`src/rtl/console_apb_writer.sv`:
```
// console_apb_writer
//   Upstream feeder for an APB-attached console sink. Bytes arrive on a
//   valid/ready interface, are buffered in a small FIFO and drained as one
//   APB write per byte (SETUP then ACCESS, honouring pready).
//
// Ports
//   clk_i, rst_ni          clock (rising edge), async active-low reset
//   byte_valid_i, byte_i   producer byte stream
//   byte_ready_o           FIFO not full (registered state only)
//   psel_o, penable_o,     APB requester outputs, all registered;
//   pwrite_o, paddr_o,     pwrite follows psel, paddr is CONSOLE_ADDR,
//   pwdata_o               pwdata is {24'h0, byte}
//   pready_i               APB completer ready
//   level_o                FIFO occupancy
//   sent_cnt_o             completed writes, wraps at 2^32
//   err_o, clr_err_i       sticky timeout-abort flag and its clear
module console_apb_writer #(
    parameter logic [31:0] CONSOLE_ADDR = 32'h1000_0000,
    parameter int          FIFO_DEPTH   = 8,
    parameter int          TIMEOUT      = 64
) (
    input  logic                          clk_i,
    input  logic                          rst_ni,
    input  logic                          byte_valid_i,
    input  logic [7:0]                    byte_i,
    output logic                          byte_ready_o,
    output logic                          psel_o,
    output logic                          penable_o,
    output logic                          pwrite_o,
    output logic [31:0]                   paddr_o,
    output logic [31:0]                   pwdata_o,
    input  logic                          pready_i,
    output logic [$clog2(FIFO_DEPTH):0]   level_o,
    output logic [31:0]                   sent_cnt_o,
    output logic                          err_o,
    input  logic                          clr_err_i
);

    localparam int AW = $clog2(FIFO_DEPTH);
    localparam int LW = AW + 1;
    // Wait counter only has to reach TIMEOUT-1.
    localparam int WW = (TIMEOUT < 2) ? 1 : $clog2(TIMEOUT);
    localparam logic [WW-1:0] WAIT_LAST = WW'(TIMEOUT - 1);

    typedef enum logic [1:0] {IDLE, SETUP, ACCESS} state_t;

    state_t          state, state_d;
    logic [7:0]      mem [FIFO_DEPTH];
    logic [AW-1:0]   wr_ptr, rd_ptr, rd_ptr_nxt;
    logic [AW:0]     count;
    logic [WW-1:0]   wait_q, wait_d;
    logic            full, push, pop, sent_inc, err_set;
    logic            psel_d, penable_d;
    logic [31:0]     paddr_d, pwdata_d;

    assign full         = (count == LW'(FIFO_DEPTH));
    assign byte_ready_o = !full;
    // A pop in the same cycle never frees a slot for a push while full.
    assign push         = byte_valid_i && !full;
    assign level_o      = count;
    assign rd_ptr_nxt   = rd_ptr + AW'(1);
    assign pwrite_o     = psel_o;

    // Byte storage carries no reset; occupancy is tracked by count.
    always_ff @(posedge clk_i) begin
        if (push) begin
            mem[wr_ptr] <= byte_i;
        end
    end

    always_ff @(posedge clk_i or negedge rst_ni) begin
        if (!rst_ni) begin
            wr_ptr     <= '0;
            rd_ptr     <= '0;
            count      <= '0;
            sent_cnt_o <= '0;
            err_o      <= 1'b0;
        end else begin
            if (push) wr_ptr <= wr_ptr + AW'(1);
            if (pop)  rd_ptr <= rd_ptr_nxt;
            case ({push, pop})
                2'b10:   count <= count + LW'(1);
                2'b01:   count <= count - LW'(1);
                default: ;
            endcase
            if (sent_inc) sent_cnt_o <= sent_cnt_o + 32'd1;
            if (err_set)        err_o <= 1'b1;
            else if (clr_err_i) err_o <= 1'b0;
        end
    end

    always_ff @(posedge clk_i or negedge rst_ni) begin
        if (!rst_ni) begin
            state     <= IDLE;
            wait_q    <= '0;
            psel_o    <= 1'b0;
            penable_o <= 1'b0;
            paddr_o   <= '0;
            pwdata_o  <= '0;
        end else begin
            state     <= state_d;
            wait_q    <= wait_d;
            psel_o    <= psel_d;
            penable_o <= penable_d;
            paddr_o   <= paddr_d;
            pwdata_o  <= pwdata_d;
        end
    end

    always_comb begin
        state_d   = state;
        wait_d    = wait_q;
        psel_d    = psel_o;
        penable_d = penable_o;
        paddr_d   = paddr_o;
        pwdata_d  = pwdata_o;
        pop       = 1'b0;
        sent_inc  = 1'b0;
        err_set   = 1'b0;
        case (state)
            IDLE: begin
                if (count != '0) begin
                    state_d   = SETUP;
                    psel_d    = 1'b1;
                    penable_d = 1'b0;
                    paddr_d   = CONSOLE_ADDR;
                    pwdata_d  = {24'h0, mem[rd_ptr]};
                end
            end
            SETUP: begin
                state_d   = ACCESS;
                penable_d = 1'b1;
                wait_d    = '0;
            end
            ACCESS: begin
                if (pready_i) begin
                    pop      = 1'b1;
                    sent_inc = 1'b1;
                    if (count > LW'(1)) begin
                        // Next byte is already buffered: chain straight into SETUP.
                        state_d   = SETUP;
                        penable_d = 1'b0;
                        pwdata_d  = {24'h0, mem[rd_ptr_nxt]};
                    end else begin
                        state_d   = IDLE;
                        psel_d    = 1'b0;
                        penable_d = 1'b0;
                        paddr_d   = '0;
                        pwdata_d  = '0;
                    end
                end else if (TIMEOUT != 0 && wait_q == WAIT_LAST) begin
                    // Completer stuck: drop the byte so the stream keeps moving.
                    pop       = 1'b1;
                    err_set   = 1'b1;
                    state_d   = IDLE;
                    psel_d    = 1'b0;
                    penable_d = 1'b0;
                    paddr_d   = '0;
                    pwdata_d  = '0;
                end else begin
                    wait_d = wait_q + WW'(1);
                end
            end
            default: state_d = IDLE;
        endcase
    end

endmodule
```
`config.mk`:
```
export PLATFORM = sky130hd
export DESIGN_NAME = console_apb_writer
export DESIGN_NICKNAME = d
export VERILOG_FILES = /design/src/rtl/console_apb_writer.sv
export SDC_FILE = /design/constraint.sdc
export NUM_CORES = 1
export LEC_CHECK = 0
export ABC_AREA = 1
export CELL_PAD_IN_SITES_DETAIL_PLACEMENT = 1
export CELL_PAD_IN_SITES_GLOBAL_PLACEMENT = 1
export CORE_MARGIN = 3
export CORE_UTILIZATION = 43
export DETAILED_ROUTE_END_ITERATION = 6
export PLACE_DENSITY = 0.95
export SLEW_MARGIN = 20
export SYNTH_ARGS = -nofsm -noshare
export SYNTH_HDL_FRONTEND = slang
export SYNTH_SLANG_ARGS = --single-unit
export TNS_END_PERCENT = 10
```
`constraint.sdc`:
```
create_clock -name clk_i -period 4.9 [get_ports clk_i]
set_clock_uncertainty 0.1 [all_clocks]
set_input_delay 1.225 -clock clk_i [delete_from_list [all_inputs] [get_ports clk_i]]
set_output_delay 1.225 -clock clk_i [all_outputs]
set_load 0.005 [all_outputs]
```
Word-level counts from Yosys, hierarchy flattened
Memories as Yosys holds them, arrays and structs flattened.
Cells that the tools add are included.
W data, S select, Z words.
{"block": "word_totals", "register_bits": 117, "ramBits": 64, "input_bits": 13, "mem_count": 1}
{"block": "classes", "add_sub_neg": 6, "magnitude_cmp": 1, "eq_ne": 11, "mux": 37, "reduce_logical": 14}
{"memory": "mem", "depth": 8, "width": 8, "read_ports": 2, "rd_clocked_by_memory_dff": 0, "write_ports": 1, "line_no": "48", "source": "logic [7:0] mem [FIFO_DEPTH];"}
{"op": "$mux W32", "count": 6}
{"op": "$pmux W32 S2", "count": 2}
{"op": "$add A32 B1 Y32 const B", "count": 1}
{"op": "$mux W1", "count": 18}
{"op": "$mux W6", "count": 2}
{"op": "$pmux W6 S2", "count": 1}
{"op": "$reduce_and A3 Y1", "count": 3}
{"op": "$mux W8", "count": 1}
{"op": "$pmux W4 S2", "count": 1}
{"op": "$reduce_bool A2 Y1", "count": 4}
{"op": "$add A3 B1 Y3 const B", "count": 2}
{"op": "$add A6 B1 Y6 const B", "count": 1}
{"op": "$eq A6 B6 Y1 const B", "count": 1}
{"op": "$mux W2", "count": 3}
{"op": "$ne A2 B2 Y1 const B", "count": 3}
{"op": "$ne A3 B3 Y1 const B", "count": 2}
{"op": "$pmux W2 S3", "count": 1}
{"op": "$add A4 B1 Y4 const B", "count": 1}
{"op": "$eq A2 B1 Y1 const B", "count": 2}
{"op": "$eq A2 B2 Y1 const B", "count": 2}
{"op": "$eq A4 B4 Y1 const B", "count": 1}
{"op": "$gt A4 B1 Y1 const B", "count": 1}
{"op": "$reduce_and A4 Y1", "count": 1}
{"op": "$reduce_bool A4 Y1", "count": 1}
{"op": "8 further kinds", "count": 8}

Longest topological paths before layout
{"block": "depth", "word_depth": 6, "ltp_mapped": 13}

Worst setup path after synthesis
Ideal clock, no wire load.
{"block": "synth_timing", "path_type": "in2reg", "start": "input port byte_valid_i", "end": "memory mem[4][0], enable pin", "setup_ns": 0.370, "t_arrival_ns": 2.001, "t_required_ns": 4.430, "slack_ns": 2.429, "path_stages": 3, "cell_sequence": "nand2_1 or2_2 nor2_1"}
{"block": "synth_between", "elab_chain_len": 3}
{"element": "start, declared", "line_no": "24", "source": "input logic byte_valid_i,"}
{"element": "$logic_and A1 B1 Y1", "line_no": "59", "source": "assign push = byte_valid_i && !full;"}
{"element": "$mux W1", "line_no": "66", "source": "if (push) begin"}
{"element": "$mux W1 (implied by the code)", "line_no": "67", "source": "mem[wr_ptr] <= byte_i;"}
{"element": "end, declared", "line_no": "48"}
No other way between the ends.

Worst setup path after layout
{"block": "layout_timing", "start": "register count[0] (netlist: level_o[0])", "end": "output port byte_ready_o"}
{"block": "layout_between", "elab_chain_len": 2}
{"element": "start, declared", "line_no": "50", "source": "logic [AW:0] count;"}
{"element": "start signal, assigned", "line_no": "82", "source": "2'b10: count <= count + LW'(1);"}
{"element": "start signal, assigned", "line_no": "83", "source": "2'b01: count <= count - LW'(1);"}
{"element": "$eq A4 B4 Y1", "line_no": "56", "source": "assign full = (count == LW'(FIFO_DEPTH));"}
{"element": "$logic_not A1 Y1", "line_no": "57", "source": "assign byte_ready_o = !full;"}
{"element": "end, declared", "line_no": "26", "source": "output logic byte_ready_o,"}
No other way between the ends.

==> results.py <==
metrics = {
    "synth": {
        "syn_avg_cell_area_um2": 8.11,
        "synth_edf_count": 64,
        "ys_warn_count": 0,
        "synth-seq-cells": 125,
        "synth_area_mm2": 0.00704,
        "synthFlopType": "edfxtp_1",
        "synthCells": 868,
        "synth_cell_type_count": 34,
        "synthArstFlopShare": 0.488,
        "yosysSeqAreaShare": 0.490,
    },
    "timing": {
        "post-route-period-util": 0.654,
        "drv_slew": 0,
        "rsz0062_at_grt": "false",
        "tns_ns": 0,
        "fmax_mhz": 312,
        "hold_violations": 0,
        "maxSlewHeadroom": 0.452,
        "setup_viol_count_final": 0,
        "fin_crit_ns": 3.20,
        "worst-slew-pin-transition_ns": 0.822,
    },
    "worst_setup_path": {
        "crit_chain": "inv_1 > ha_1 > nand3_1 > clkdlybuf4s50_1",
        "cp_slowest_stage_delay_ns": 0.51,
        "crit_path_start_kind": "register",
        "cp_data_arrival_time_ns": 1.88,
        "endpoint_kind": "output pin",
        "required_ns": 3.58,
        "cp_max_fo": 5,
        "crit_type": "register to output pin",
        "slowest_stage": "clkdlybuf4s50_1",
    },
    "clock_tree": {
        "cts_buffers": 17,
        "cts-resized-gates": 0,
        "root_buffer": "clkbuf_16",
        "postCtsSetupRepairBufs": 0,
        "cts_max_path_buffers": 2,
        "cts_tree": "built",
        "clk_latency_ns": 0.42,
        "clk_pin_slew_ns": 0.06,
        "htreeDepth": 4,
        "holdBufCountCts": 0,
        "numClockSinks": 125,
    },
    "layout": {
        "fin_area_mm2": 0.00817,
        "utilization": 0.513,
        "area_growth_pct": 16.1,
        "nets": 948,
        "drive_above_1_share": 0.0628,
        "final_common_cell": "nand2_1",
        "antenna_cells": 0,
        "final_cell_mix": "307 x nand2_1, 112 x nand3_1, 95 x inv_1, 64 x edfxtp_1, 61 x clkdlybuf4s50_1",
    },
    "power": {
        "combPwrFrac": 0.402,
        "clockPowerShare": 0.269,
        "p_switching_w": 0.00185,
        "p_int_w": 0.00268,
        "ir_worst_vdd_mv": 0.289,
        "p_leak_nw": 3.79,
        "switching_share": 0.408,
        "design_power_total_w": 0.00453,
        "seqPwrFrac": 0.329,
        "power_density_mw_per_mm2": 555,
    },
    "die": {
        "die_y_um": 134,
        "core_area_mm2": 0.0159,
        "ios": 118,
        "rows": 46,
        "initial_core_util": 0.442,
        "die_x_um": 134,
        "dieArea_mm2": 0.0179,
    },
    "worst_hold_path": {
        "hold_path.class": "register to register",
    },
    "detailed_routing": {
        "routed_via_density": 5.15,
        "finalWirelength_um": 20200,
        "drtIter0Drc": 406,
        "drc": 0,
        "drtAntennaViolNets": 0,
        "detailedRoute.firstPassIterationCount": 5,
        "via_count": 5944,
        "wire_per_inst_um": 17.5,
    },
    "grt": {
        "grt_max_degree": 67,
        "grt_pass1_wl_um": 32500,
        "track_usage": 0.232,
        "grt_pass1_vias": 6225,
        "antenna_found_initial": 0,
        "overflow": 0,
    },
    "placement": {
        "placedInstanceArea_mm2": 0.00761,
        "portBuffers": 62,
        "place.gp.congestion": 0.876,
        "place_hpwl_um": 13700,
    },
    "status": {
        "outcome": "complete, no violations",
    },
    "flow_run": {
        "cap_violations": 0,
    },
}
final timing paths:
kind	to	cells after the start	start	slack, ns
min in group asynchronous	wait_q[2]$_DFFE_PN0P_	1	rst_ni	0.70
max in group asynchronous	wr_ptr[2]$_DFFE_PN0P_	2	rst_ni	3.09
max	byte_ready_o	4	level_o[0]$_DFFE_PN0P_	1.70
min reg2reg	pwdata_o[2]$_DFFE_PN0P_	2	pwdata_o[2]$_DFFE_PN0P_	0.37
min	pwdata_o[2]$_DFFE_PN0P_	2	pwdata_o[2]$_DFFE_PN0P_	0.37
max reg2reg	pwdata_o[7]$_DFFE_PN0P_	9	rd_ptr[1]$_DFFE_PN0P_	2.04
worst max-delay path: cells and delay by family, from the launching register on:
family	cells	cell delay (ns)
fa+ha+maj	1	0.26
simple gates	1	0.12
buf+inv	2	0.64
flops	1	0.44
per-layer routing:
layer | up-vias | global-route usage | wire (um)
li1 | 2752 | - | -
met1 | 2881 | 0.284 | 8190
met2 | 251 | 0.394 | 10100
met3 | 60 | 0.0443 | 1220
met4 | 0 | 0.110 | 716
met5 | - | 0 | 0
stage by stage:
stage / setup WS (ns) / hold WS (ns) / instances
final: 1.70 / 0.374 / 1155
after global routing: 1.61 / 0.402 / 1155
after CTS: 1.68 / 0.379 / 1155
after detailed placement: 1.58 / 0.364 / 1123
after global placement: 1.67 / 0.364 / 1123
after floorplan: 2.43 / 0.353 / 922
power groups by stage:
stage                     Sequential, W  Clock [W]  Combinational [W]
after global placement          0.00149          0            0.00167
after CTS                       0.00149    0.00123            0.00182
after detailed placement        0.00150          0            0.00175
after global routing            0.00151    0.00128            0.00203
final                           0.00149    0.00122            0.00182
after floorplan                 0.00144          0            0.00126
cell usage after synthesis, types with 3 or more instances:
library cell,count,area [um2]
nand4_1,8,50.1
xor2_1,16,140
nor3_1,5,25.0
o21ai_0,11,55.1
nand2_1,307,1150
inv_1,95,357
nor2_4,3,33.8
or2_2,3,18.8
nand3b_1,7,52.6
nand2_2,5,31.3
nor2_1,45,169
edfxtp_1,64,1920
nor2_2,6,37.5
ha_1,9,113
xnor2_1,11,96.3
dfrtp_1,61,1530
nand3_1,112,561
buf_4,57,428
buf_2,19,95.1
inv_2,5,18.8
cell families after synthesis:
kind of cell,Yosys count,share of synthesized area
AND/OR/NAND/NOR,508,0.313
XOR/XNOR,28,0.0359
adder cells (fa/ha/maj),9,0.0160
flip-flops,125,0.490
AO/OA/AOI/OAI,17,0.0146
other,1,0.000533
buffers and inverters,180,0.131
sequential cells by signal, indices dropped and copies added, names as in the netlist:
register and cells:
mem 64, level_o 4, err_o 1, penable_o 1, wr_ptr 3, wait_q 6
pwdata_o 8, state 2, paddr_o 1, rd_ptr 3, sent_cnt_o 32
cell type report:
class / instances / area [um2]
clock buffers: 24 / 472
clock inverters: 8 / 92.6
fillers: 1933 / 7770
inverters: 100 / 375
multi-input cells: 617 / 2880
flip-flops and latches: 125 / 3450
well taps: 216 / 270
repair buffers: 65 / 638
(Power assumes the default switching activity.)
